===== src/rtl/prog_sequencer_pkg.sv =====
// Shared types and constants for the program sequencer: FSM state encoding and opcodes.
// STEP_WAIT is present only when PROG_SEQUENCER_STEP_EN is defined.
package prog_sequencer_pkg;

    typedef enum logic [3:0] {
        IDLE,
        FETCH,
        WAIT_IR,
        FETCH_IMM,
        WAIT_IMM,
        ISSUE,
        WAIT_DONE,
        HALT,
        ERROR
`ifdef PROG_SEQUENCER_STEP_EN
        , STEP_WAIT
`endif
    } seq_state_t;

    localparam logic [2:0] OP_MV   = 3'b000;
    localparam logic [2:0] OP_MVI  = 3'b001;
    localparam logic [2:0] OP_ADD  = 3'b010;
    localparam logic [2:0] OP_SUB  = 3'b011;
    localparam logic [2:0] OP_HALT = 3'b111;

    function automatic logic is_busy(seq_state_t s);
        return !(s == IDLE || s == HALT || s == ERROR);
    endfunction

endpackage


===== src/rtl/prog_sequencer_watchdog.sv =====
// Completion watchdog: counts enabled cycles since the last clear and flags the
// final cycle of the TIMEOUT-cycle window (TIMEOUT must be at least 1).
module seq_watchdog #(
    parameter int TIMEOUT = 15
) (
    input  logic clock,
    input  logic resetn,
    input  logic clear,
    input  logic enable,
    output logic expired
);

    localparam int CW = (TIMEOUT < 2) ? 1 : $clog2(TIMEOUT);
    localparam logic [CW-1:0] LAST = CW'(TIMEOUT - 1);

    logic [CW-1:0] count;

    always_ff @(posedge clock or negedge resetn) begin
        if (!resetn) begin
            count <= '0;
        end else if (clear) begin
            count <= '0;
        end else if (enable && count != LAST) begin
            count <= count + CW'(1);
        end
    end

    // Expiry on the last waiting cycle makes the state change land exactly TIMEOUT cycles after entry.
    assign expired = enable && (count == LAST);

endmodule


===== src/rtl/prog_sequencer.sv =====
// Fetches 9-bit instructions (plus an immediate word for mvi) from a synchronous ROM and
// issues them to a processor one at a time. Define PROG_SEQUENCER_STEP_EN for single-step mode.
module prog_sequencer
    import prog_sequencer_pkg::*;
#(
    parameter int AW      = 5,
    parameter int TIMEOUT = 15
) (
    input  logic          clock,
    input  logic          resetn,
    input  logic          start,
`ifdef PROG_SEQUENCER_STEP_EN
    input  logic          step,
`endif
    output logic [AW-1:0] rom_addr,
    input  logic [15:0]   rom_data,
    output logic [8:0]    ir,
    output logic [15:0]   din,
    output logic          run,
    input  logic          done,
    output logic          busy,
    output logic          halted,
    output logic          error,
    output logic [15:0]   instr_count
);

    localparam logic [AW-1:0] PC_INC = AW'(1);

    seq_state_t    state;
    seq_state_t    nxt;
    logic [AW-1:0] pc;
    logic          wd_expired;

    seq_watchdog #(
        .TIMEOUT (TIMEOUT)
    ) u_watchdog (
        .clock   (clock),
        .resetn  (resetn),
        .clear   (state == ISSUE),
        .enable  (state == WAIT_DONE),
        .expired (wd_expired)
    );

    always_comb begin
        nxt = state;
        case (state)
            IDLE:      if (start) nxt = FETCH;
            FETCH:     nxt = WAIT_IR;
            WAIT_IR: begin
                case (rom_data[8:6])
                    OP_HALT:               nxt = HALT;
                    OP_MVI:                nxt = FETCH_IMM;
                    OP_MV, OP_ADD, OP_SUB: nxt = ISSUE;
                    default:               nxt = ISSUE;
                endcase
            end
            FETCH_IMM: nxt = WAIT_IMM;
            WAIT_IMM:  nxt = ISSUE;
            ISSUE:     nxt = WAIT_DONE;
            WAIT_DONE: begin
                if (done) begin
`ifdef PROG_SEQUENCER_STEP_EN
                    nxt = STEP_WAIT;
`else
                    nxt = FETCH;
`endif
                end else if (wd_expired) begin
                    nxt = ERROR;
                end
            end
            HALT, ERROR: if (start) nxt = FETCH;
`ifdef PROG_SEQUENCER_STEP_EN
            STEP_WAIT: if (step) nxt = FETCH;
`endif
            default:   nxt = IDLE;
        endcase
    end

    // Status and strobe outputs are registered from the next state so they align with it.
    always_ff @(posedge clock or negedge resetn) begin
        if (!resetn) begin
            state       <= IDLE;
            pc          <= '0;
            rom_addr    <= '0;
            ir          <= '0;
            din         <= '0;
            run         <= 1'b0;
            busy        <= 1'b0;
            halted      <= 1'b0;
            error       <= 1'b0;
            instr_count <= '0;
        end else begin
            state  <= nxt;
            run    <= (nxt == ISSUE);
            busy   <= is_busy(nxt);
            halted <= (nxt == HALT);
            error  <= (nxt == ERROR);
            case (state)
                IDLE, HALT, ERROR: begin
                    if (start) begin
                        pc          <= '0;
                        rom_addr    <= '0;
                        instr_count <= '0;
                    end
                end
                WAIT_IR: begin
                    ir <= rom_data[8:0];
                    pc <= pc + PC_INC;
                    if (nxt == FETCH_IMM) rom_addr <= pc + PC_INC;
                end
                WAIT_IMM: begin
                    din <= rom_data;
                    pc  <= pc + PC_INC;
                end
                WAIT_DONE: begin
                    if (done) begin
                        rom_addr <= pc;
                        if (instr_count != 16'hFFFF) instr_count <= instr_count + 16'd1;
                    end
                end
                default: ;
            endcase
        end
    end

endmodule


===== config.mk =====
export PLATFORM = sky130hd
export DESIGN_NAME = prog_sequencer
export DESIGN_NICKNAME = d
export VERILOG_FILES = /design/src/rtl/prog_sequencer_pkg.sv /design/src/rtl/prog_sequencer_watchdog.sv /design/src/rtl/prog_sequencer.sv
export SDC_FILE = /design/constraint.sdc
export NUM_CORES = 1
export LEC_CHECK = 0
export CAP_MARGIN = 20
export CORE_MARGIN = 2
export CORE_UTILIZATION = 45
export CTS_CLUSTER_SIZE = 28
export DETAILED_ROUTE_END_ITERATION = 10
export PLACE_DENSITY = 0.72
export SYNTH_ARGS = -nofsm -noshare
export SYNTH_HDL_FRONTEND = slang
export SYNTH_SLANG_ARGS = --single-unit

===== constraint.sdc =====
create_clock -name clock -period 2.5 [get_ports clock]
set_input_delay 0.5 -clock clock [delete_from_list [all_inputs] [get_ports clock]]
set_output_delay 0.5 -clock clock [all_outputs]
set_load 0.03 [all_outputs]

After elaboration in Yosys (flattened, before gate mapping). Cells that the tools add are included. Widths: inputs -> output; s select.

Bits of input ports: 20. Output and inout port bits: 50. Bits in registers: 63.

Reduce and logical (&&, ||, !) cells: 16. Mux-type cells: 16. Add/sub/neg operators: 3. Eq/ne operators: 21.

Operator list (count): $mux 16 (3); $pmux 16 s2 (1); $pmux 4 s7 (1); $eq 4x3->1 const B (6); $mux 4 (5); $add 16x1->16 const B (1); $ne 16x16->1 const B (1); $mux 5 (3); $pmux 5 s3 (1); $eq 4x2->1 const B (3); $eq 4x4->1 const B (3); $pmux 5 s2 (1); $logic_not 4->1 (2); $reduce_and 4->1 (2); $ne 2x2->1 const B (3); $pmux 3 s2 (1); $reduce_bool 2->1 (3); $add 5x1->5 const B (1); $add 4x1->4 const B (1); $eq 4x1->1 const B (1); $ne 4x4->1 const B (1); $eq 3x1->1 const B (1); $eq 3x3->1 const B (1); $reduce_bool 3->1 (1); 7 further kinds (9).

Depth between registers and ports, before layout. Gate-level depths: netlist (run 1).

Depth in word-level cells: 9. Mapped depth: 8.

Modules after synthesis. A second synthesis (run 1) with hierarchy kept.

Cells, all modules: 297. Area, all modules: 3115.5 um2.

Modules (own cells, without submodules): prog_sequencer (instances 1, sequential area each 1476.4 um2, cells an instance 273, area an instance 2861.5 um2); seq_watchdog (instances 1, sequential area each 100.1 um2, cells an instance 24, area an instance 254.0 um2).

Worst setup path before layout (run 1). OpenSTA, ideal clock, no wires.

Path kind: reg2reg. Start: reg instr_count[0]. End: reg instr_count[3]. Data required time: 2.422 ns. Data arrival time: 2.029 ns. Path slack: 0.393 ns. Library setup time: 0.078 ns. Clock period less this slack: 2.107 ns. Cell stages (with the launch flop): 8. Cell sequence: dfrtp_1 > ha_1 > clkbuf_1 > and2_1 > and4_1 > buf_2 > or4_1 > a21oi_1.

Cells in the longest elaborated chain, start to end: 4.

RTL lines: start: declaration (RTL line prog_sequencer.sv:24) `output logic [15:0] instr_count`; start signal: assignment (RTL line prog_sequencer.sv:118) `if (instr_count != 16'hFFFF) instr_count <= instr_count + 16'd1;`; $add 16x1->16 (RTL line prog_sequencer.sv:118); $mux 16 (RTL line prog_sequencer.sv:118); $mux 16 (RTL line prog_sequencer.sv:116) `if (done) begin`; $pmux 16 s2 (RTL line prog_sequencer.sv:98) `case (state)`.

Parallel ways exist; a longest one is shown, timed or not. The select of a mux whose other input is x is not followed. A chain may end at the register's enable or synchronous reset.

Final worst setup path (run 1).
Start: in start. End: reg instr_count[12].

Cells in the longest elaborated chain, start to end: 2.

RTL lines: start: declaration (RTL line prog_sequencer.sv:11) `input logic start,`; $ne 2x1->1 (no line); $reduce_and 4->1 (no line).

No other way between the ends.

==> flow_metrics.tcl, run 1 <==
set metrics [dict create \
    drcViolationCount 0 \
    syn_nets 315 \
    netlist_top_cells_count "dfrtp_1 (63), mux2_2 (32), nand3_1 (17)" \
    layout.nets 403 \
    clk_pin_slew_ps 80 \
    gp_congestion 0.8673 \
    required_ps 2730 \
    grt_pass1_wl_mm 12.34 \
    fillers 532 \
    status "completed" \
    synth_edf_count 0 \
    die_x_um 87.76 \
    fin_skew_ps 7.464 \
    synth.area.top_cells "dfrtp_1 (50%), mux2_2 (11%), nand3_1 (2.7%), a21oi_1 (2.5%), nor2_1 (1.9%)" \
    clock-sinks 63 \
    synth.top_cell.area_share_pct 49.94 \
    clock_latency_ps 340 \
    first_global_vias 2678 \
    num_rows 30 \
    cts_setup_buffers 0 \
    final_cells 480 \
    cp_max_fo 7 \
    max_freq_mhz 427.1 \
    drt-total-wl_mm 7.256 \
    dieArea_um2 7701 \
    synth_most_common_cell "dfrtp_1" \
    port_buffers 69 \
    n_antenna_cell 0 \
    cellPowerDensity_nw_per_um2 1178 \
    yosysSeqAreaShare_pct 49.94 \
    async_flop_share_pct 100.0 \
    holdCritPathClass "input pin to asynchronous set/reset pin" \
    power_leakage_nw 1.816 \
    vias_per_cell 5.496 \
    cts_buffer_depth 2 \
    drive_gt1_share_pct 21.35 \
    peakVddDrop_mv 0.8230 \
    antenna_found_initial 0 \
    dp.cells 464 \
    ys_types 57 \
    startpoint_type "input pin" \
    rr_worst_depth 6 \
    ant_nets 0 \
    r2r-start "state[2]" \
    die_h_um 87.76 \
    vias 2638 \
    dpl.hpwl_mm 5.325 \
    cts_root_buf "clkbuf_8" \
    post_dp_cell_area_um2 4078 \
    drt_iter0_drc 134 \
    regToRegSetupSlack_ps 280 \
    cts_tree "built" \
    ys.warnings.count 0 \
    syn2layout_area_growth_pct 36.94 \
    initial_core_util_pct 46.46 \
    cts.repair.resized 0 \
    cp.arrival_ps 2570 \
    grt_start_max_net_pins 36 \
    syn_area_um2 3157 \
    design_area_um2 4323 \
    area.sequential_um2 1577 \
    layout_min_cycle_time_ps 2341 \
    worst_pin_slew_ps 675.2 \
    finalHoldViolations 0 \
    ys.flop_type "dfrtp_1" \
    multi_input_area_um2 1481 \
    fin_ws_ps 158.6 \
    slew_violations 0 \
    ys_seq_elements 63 \
    setup_viol 0 \
    wl_per_cell_um 15.12 \
    p_total_w 0.005094 \
    relSlewSlack_pct 54.57 \
    grt_overflow_total 0 \
    worstSetupEndpointType "flip-flop" \
    drtPass1Iterations 4 \
    pre_cts_ws_ps -117.7 \
    timing.max_cap.violations 0 \
    coreArea_um2 6794 \
    cts_hold_buf 0 \
    synth_area_leader_cell "dfrtp_1" \
    syn_area_per_cell_um2 10.85 \
    grtUsageTotal_pct 20.80 \
    synthCells 291 \
    crit_type "input pin to flip-flop" \
    numCtsBuffers 9 \
    io_pins 70 \
    reg2reg_to "instr_count[12]" \
    post-route-period-util_pct 93.66 \
    rsz0062_at_grt "false" \
    htreeDepth 3 \
]
-- kinds of logic after synthesis --
logic type	share of synthesized area, %
simple gates	17.95
flops	49.94
compound gates	12.64
mux	11.73
xor+xnor	2.497
fa+ha+maj	1.585
buf+inv	3.646
-- metal layers --
layer | share of wire (%) | GRT usage (%) | vias up
met3 | 8.0 | 8.200 | 10
met2 | 49 | 32.64 | 95
met4 | 1.2 | 8.951 | 0
met1 | 42 | 25.51 | 1283
met5 | 0 | 0 | -
li1 | - | - | 1250
-- where the power goes --
group	switching (W)	internal, W	total, W	leakage [nW]
combinational	0.00130	0.00114	0.00244	0.887
clock	0.000419	0.000665	0.00108	0.120
sequential	0.000227	0.00134	0.00157	0.810
total	0.00195	0.00314	0.00509	1.82
-- worst max-delay path, cell delays in order --
cell	delay (ps)
clkdlybuf4s50_1	560
or3b_1	390
a21o_1	250
a2111oi_1	500
buf_4	210
xnor2_1	110
nor2_1	50
-- placed cells by master (no fill, tap or decap), drive strengths merged, types with 8 or more instances in the layout --
| cell | n |
|---|---|
| clkdlybuf4s50 | 68 |
| dfrtp | 63 |
| mux2 | 32 |
| buf | 23 |
| nand3 | 17 |
| a21oi | 16 |
| nor2 | 16 |
| nand2 | 15 |
| inv | 11 |
| o21ai | 10 |
| clkbuf | 9 |
| o31ai | 8 |
-- worst max-delay path by stage --
stage,from,to,slack [ps],cells after the start
floorplan,instr_count[0],instr_count[3],390,7
global placement,start,instr_count[4],-40,6
detailed placement,start,instr_count[12],-120,7
CTS,start,instr_count[12],120,7
global route,start,instr_count[12],50,7
finish,start,instr_count[12],160,7
-- stage by stage --
| step | setup TNS [ps] | hold slack [ps] | utilization (%) |
|---|---|---|---|
| finish | 0 | 187.9 | 63.63 |
| global route | 0 | 224.6 | 63.63 |
| CTS | 0 | 200.6 | 63.61 |
| detailed placement | -477.3 | 493.3 | 60.02 |
| global placement | -76.07 | 480.6 | 60.02 |
| floorplan | 0 | 204.4 | - |
-- sequential cells by signal, indices dropped and copies added, names as in the netlist --
name	cells
u_watchdog.count	4
halted	1
rom_addr	5
state	4
busy	1
pc	5
run	1
din	16
error	1
instr_count	16
ir	9
-- cell type report --
type	instances	share of cell area, %
Tap cell	96	2.779
Inverter	10	0.8683
Multi-Input combinational cell	204	34.27
Clock buffer	9	2.865
Timing Repair Buffer	91	19.97
Sequential cell	63	36.47
Clock inverter	7	2.779
(Power assumes the default switching activity.)
==> run 2: changes to the inputs <==
--- a/config.mk
+++ b/config.mk
@@ -6,11 +6,12 @@
 export NUM_CORES = 1
 export LEC_CHECK = 0
 export CAP_MARGIN = 20
-export CORE_MARGIN = 2
+export CORE_MARGIN = 3
 export CORE_UTILIZATION = 45
 export CTS_CLUSTER_SIZE = 28
 export DETAILED_ROUTE_END_ITERATION = 10
-export PLACE_DENSITY = 0.72
+export PLACE_DENSITY = 0.73
 export SYNTH_ARGS = -nofsm -noshare
 export SYNTH_HDL_FRONTEND = slang
+export SYNTH_HIERARCHICAL = 1
 export SYNTH_SLANG_ARGS = --single-unit
==> flow_metrics.tcl, run 2 <==
set metrics [dict create \
    ys_types 59 \
    grt_start_max_net_pins 44 \
    drcViolationCount 0 \
    dieArea_um2 7958 \
    slew_violations 0 \
    synth_area_leader_cell "dfrtp_1" \
    ys.flop_type "dfrtp_1" \
    gp_congestion 0.7990 \
    dp.cells 450 \
    rsz0062_at_grt "false" \
    n_antenna_cell 0 \
    fin_ws_ps 412.8 \
    cellPowerDensity_nw_per_um2 1255 \
    timing.max_cap.violations 0 \
    dpl.hpwl_mm 5.427 \
    cts_tree "built" \
    initial_core_util_pct 47.70 \
    wl_per_cell_um 15.87 \
    final_cell_mix "clkdlybuf4s50_1 (68), dfrtp_1 (63), nand2_1 (46)" \
    vias 2572 \
    power_leakage_nw 1.776 \
    grt_pass1_wl_mm 12.72 \
    clock-sinks 63 \
    comb_power_share_pct 47.1 \
    p_int_w 0.003224 \
    num_rows 29 \
    post_dp_cell_area_um2 3989 \
    post-route-period-util_pct 83.49 \
    coreArea_um2 6531 \
    port_buffers 69 \
    grtUsageTotal_pct 20.97 \
    ys_seq_elements 63 \
    layout_min_cycle_time_ps 2087 \
    cts.repair.resized 0 \
    die_x_um 89.21 \
    syn_nets 321 \
    finalHoldViolations 0 \
    peakVddDrop_mv 0.7647 \
    final_common_cell "clkdlybuf4s50_1" \
    cts_setup_buffers 0 \
    layout.nets 408 \
    syn2layout_area_growth_pct 36.67 \
    numCtsBuffers 9 \
    ant_nets 0 \
    first_global_vias 2601 \
    syn_area_um2 3115 \
    setup_viol 0 \
    drtPass1Iterations 4 \
    relSlewSlack_pct 65.81 \
    startpoint_type "flip-flop" \
    synth.area.top_cells "dfrtp_1 (51%), nand2_1 (5.5%), mux2_2 (4.3%), nor2_1 (2.9%), xnor2_1 (2.5%)" \
    clockPowerShare_pct 22.2 \
    synth_most_common_cell "dfrtp_1" \
    drt-total-wl_mm 7.397 \
    syn_area_per_cell_um2 10.49 \
    vias_per_cell 5.519 \
    netlist_top_cells_count "dfrtp_1 (63), nand2_1 (46), nor2_1 (24)" \
    crit_type "flip-flop to flip-flop" \
    status "completed" \
    antenna_found_initial 0 \
    cp_max_fo 13 \
    worst_pin_slew_ps 511.5 \
    cts_root_buf "clkbuf_8" \
    cts_hold_buf 0 \
    tns_ps 0 \
    grt_overflow_total 0 \
    top_regs "din x16, instr_count x16, ir x9" \
    synth.top_cell.area_share_pct 50.60 \
    drive_gt1_share_pct 17.48 \
    htreeDepth 3 \
    cts_buffer_depth 2 \
    fin_skew_ps 8.675 \
    clk_pin_slew_ps 70 \
    power.switching_w 0.002121 \
    clock_latency_ps 350 \
    required_ps 2770 \
    ys.warnings.count 6 \
    rr_worst_depth 6 \
    io_pins 70 \
    final_cells 466 \
    cp.arrival_ps 2360 \
    swShare_pct 39.68 \
    async_flop_share_pct 100.0 \
    synthCells 297 \
    pre_cts_ws_ps 58.47 \
    drt_iter0_drc 132 \
    worstSetupEndpointType "flip-flop" \
    design_area_um2 4258 \
    synth_edf_count 0 \
    die_h_um 89.21 \
    p_seq_share_pct 30.7 \
    holdCritPathClass "input pin to asynchronous set/reset pin" \
    max_freq_mhz 479.1 \
    yosysSeqAreaShare_pct 50.60 \
]
## run 2: cell families after synthesis
family / after synthesis / synth area share [%]
AOI/OAI and AO/OA: 58 / 13.57
xor gates and xnor gates: 10 / 2.811
adders and majority gates: 4 / 1.606
buffers and inverters: 20 / 3.012
DFF: 63 / 50.60
muxes: 19 / 7.068
and+or+nand+nor: 123 / 21.33
## run 2: cell type report
type,count,area (um^2)
Fill cell,535,2273
Sequential cell,63,1577
Multi-Input combinational cell,214,1445
Timing Repair Buffer,88,840.8
Clock inverter,7,145.1
Clock buffer,9,123.9
Tap cell,77,96.34
Inverter,8,30.03
## run 2: routing by layer
metal / GRT usage [%] / share of wire [%] / up-vias
met5: 0 / 0 / -
met4: 10.15 / 2.4 / 0
met3: 4.793 / 5.4 / 15
met2: 33.22 / 48 / 66
met1: 27.13 / 44 / 1247
li1: - / - / 1244
## run 2: final timing paths
| check | from | to | slack (ps) |
|---|---|---|---|
| worst max-delay path | state[1] | instr_count[5] | 410 |
| worst min-delay path | resetn | din[4] | 110 |
| worst max register to register | state[1] | instr_count[5] | 410 |
| worst min register to register | ir[0] | ir[0] | 480 |
| max in group asynchronous | resetn | u_watchdog/count[0] | 1790 |
| min in group clock | ir[0] | ir[0] | 480 |
## run 2: power groups by stage
stage          Sequential (W)  Combinational, W  Clock, W
6_report              0.00164           0.00252   0.00119
5_1_grt               0.00170           0.00272   0.00126
4_1_cts               0.00164           0.00255   0.00121
3_5_place_dp          0.00165           0.00253         0
3_3_place_gp          0.00164           0.00249         0
2_1_floorplan         0.00211           0.00111         0
## run 2: stage by stage
step | hold slack (ps) | util (%) | power (W)
2_1_floorplan | 204.4 | - | 0.003217
3_3_place_gp | 458.8 | 61.07 | 0.004124
3_5_place_dp | 468.9 | 61.07 | 0.004187
4_1_cts | 118.5 | 65.19 | 0.005400
5_1_grt | 137.1 | 65.19 | 0.005684
6_report | 114.2 | 65.19 | 0.005346
## run 2: worst max-delay path: stages, from the launching register on
cell      delay (ps)
dfrtp_1          490
nand4b_1         250
nor4b_4          480
a21o_1           410
buf_4            200
o31ai_1           60
a21oi_1          120
==> run 3: changes to the inputs <==
--- a/config.mk
+++ b/config.mk
@@ -10,7 +10,7 @@
 export CORE_UTILIZATION = 45
 export CTS_CLUSTER_SIZE = 28
 export DETAILED_ROUTE_END_ITERATION = 10
-export PLACE_DENSITY = 0.73
+export PLACE_DENSITY = 0.75
 export SYNTH_ARGS = -nofsm -noshare
 export SYNTH_HDL_FRONTEND = slang
 export SYNTH_HIERARCHICAL = 1
==> constraint.sdc (replaced) <==
create_clock -name clock -period 1.84 [get_ports clock]
set_input_delay 0.368 -clock clock [delete_from_list [all_inputs] [get_ports clock]]
set_output_delay 0.368 -clock clock [all_outputs]
set_load 0.03 [all_outputs]
==> flow_metrics.tcl, run 3 (synthesized netlist as in run 2, its figures left out) <==
set metrics [dict create \
    fillers 505 \
    first_global_vias 2838 \
    initial_core_util_pct 47.70 \
    top_regs "din x16, instr_count x16, ir x9" \
    grtUsageTotal_pct 20.86 \
    crit_buf_inv 1 \
    cts_buffer_depth 2 \
    hold_ws_ps 355.4 \
    die_x_um 89.21 \
    syn2layout_area_growth_pct 45.02 \
    worstSetupEndpointType "flip-flop" \
    vias 2692 \
    port_buffers 69 \
    fin_skew_ps 6.320 \
    clk_pin_slew_ps 70 \
    cp_max_fo 6 \
    timing.max_cap.violations 0 \
    max_freq_mhz 543.6 \
    setup_viol 0 \
    ant_nets 0 \
    cts_root_buf "clkbuf_8" \
    grt_pass1_wl_mm 12.83 \
    numCtsBuffers 9 \
    dieArea_um2 7958 \
    grt_overflow_total 0 \
    die_h_um 89.21 \
    cellPowerDensity_nw_per_um2 1599 \
    htreeDepth 3 \
    grt_start_max_net_pins 62 \
    gp_congestion 0.8064 \
    layout_min_cycle_time_ps 1839 \
    relSlewSlack_pct 72.58 \
    dpl.hpwl_mm 5.435 \
    layout.nets 434 \
    num_rows 29 \
    drt_iter0_drc 144 \
    power_leakage_nw 2.043 \
    peakVddDrop_mv 1.158 \
    crit_family "simple AND/OR/NAND/NOR gates" \
    startpoint_type "flip-flop" \
    finalHoldViolations 0 \
    post-route-period-util_pct 99.97 \
    drive_gt1_share_pct 26.99 \
    rsz0062_at_grt "true" \
    n_antenna_cell 0 \
    cp_slowest_stage_delay_ps 450 \
    p_total_w 0.007223 \
    busiest_layer "met2" \
    slowest_stage "dfrtp_2" \
    wl_per_cell_um 15.95 \
    clock-sinks 63 \
    use_met3_pct 7.926 \
    dp.cells 470 \
    final_cells 492 \
    status "completed" \
    drt-total-wl_mm 7.845 \
    final_common_cell "dfrtp_1" \
    met1_usage_pct 25.35 \
    vias_per_cell 5.472 \
    cts_tree "built" \
    drtPass1Iterations 4 \
    clock_latency_ps 340 \
    coreArea_um2 6531 \
    io_pins 70 \
    final_cell_mix "dfrtp_1 (56), clkdlybuf4s50_1 (54), nand2_1 (46)" \
    antenna_found_initial 0 \
    crit_type "flip-flop to flip-flop" \
    drcViolationCount 0 \
    slew_violations 0 \
    path_cells "nand4bb_4 -> inv_4 -> and4_4 -> o32ai_2 -> a311o_1 -> nor3_2 -> a31oi_1" \
    holdCritPathClass "input pin to asynchronous set/reset pin" \
    gr-usage-met2_pct 33.42 \
    worst_pin_slew_ps 408.6 \
    cp.arrival_ps 2040 \
    required_ps 2040 \
]
==> run 3: changes by cell type in the layout (fill, tap and decap cells not counted), moves of 6 or more <==
cell,change
buf_4,+21
clkdlybuf4s50_1,-14
dfrtp_1,-7
dfrtp_2,+7
dlygate4sd2_1,+6
dlymetal6s2s_1,+8
==> run 3: worst paths after layout <==
path                            startpoint              end  slack (ps)  cells after the start
worst max-delay path              state[3]             busy         0.5                      7
max in group asynchronous           resetn  instr_count[10]         940                      3
worst min register to register       ir[4]            ir[4]         480                      2
worst max register to register    state[3]             busy         0.5                      7
worst min-delay path                resetn  instr_count[15]         360                      2
min in group clock                   ir[4]            ir[4]         480                      2
==> run 3: metal layers <==
metal	up-vias	share of wire, %	wire [um]
li1	1295	-	-
met1	1280	40	3149
met2	99	49	3819
met3	18	8.9	700
met4	0	2.2	175
met5	-	0	0
==> run 3: cell type report <==
| type | count | area, um^2 | share of cell area (%) |
|---|---|---|---|
| clock buffer | 12 | 145.1 | 3.212 |
| clock inverter | 4 | 45.04 | 0.9970 |
| inverter | 8 | 32.53 | 0.7200 |
| multi-input combinational | 215 | 1556 | 34.45 |
| sequential | 63 | 1585 | 35.09 |
| tap | 77 | 96.34 | 2.132 |
| timing repair buffer | 113 | 1057 | 23.40 |
==> run 3: worst register-to-register path: cells and delay by family, from the launching register on <==
kind                   cells  cell delay, ps
AOI/OAI and AO/OA          3             570
buffers and inverters      1              70
DFF                        1             450
and+or+nand+nor            3             620
==> run 3: metrics by stage <==
step	area (um^2)	TNS, ps	setup WS (ps)	util [%]
3_5_place_dp	4185	-5241	-305.1	64.08
3_3_place_gp	4185	-4364	-279.8	64.08
2_1_floorplan	3153	0	3.181	-
5_1_grt	4518	-235.5	-66.11	69.18
4_1_cts	4379	-248.3	-42.59	67.05
6_report	4518	0	0.5003	69.18
==> run 3: power breakdown <==
part	total, W	switching [W]	internal, W
sequential	0.00226	0.000396	0.00187
combinational	0.00377	0.00205	0.00172
clock	0.00119	0.000531	0.000657
total	0.00722	0.00298	0.00425
==> run 3: repair_timing <==
action	4_1_cts	5_1_grt
hold buffers	1	0
buffers inserted	0	4
endpoints found under the setup margin	19	31
gates resized for setup	7	28
hold endpoints to repair	2	0
pin swaps	1	2
gates cloned	0	1
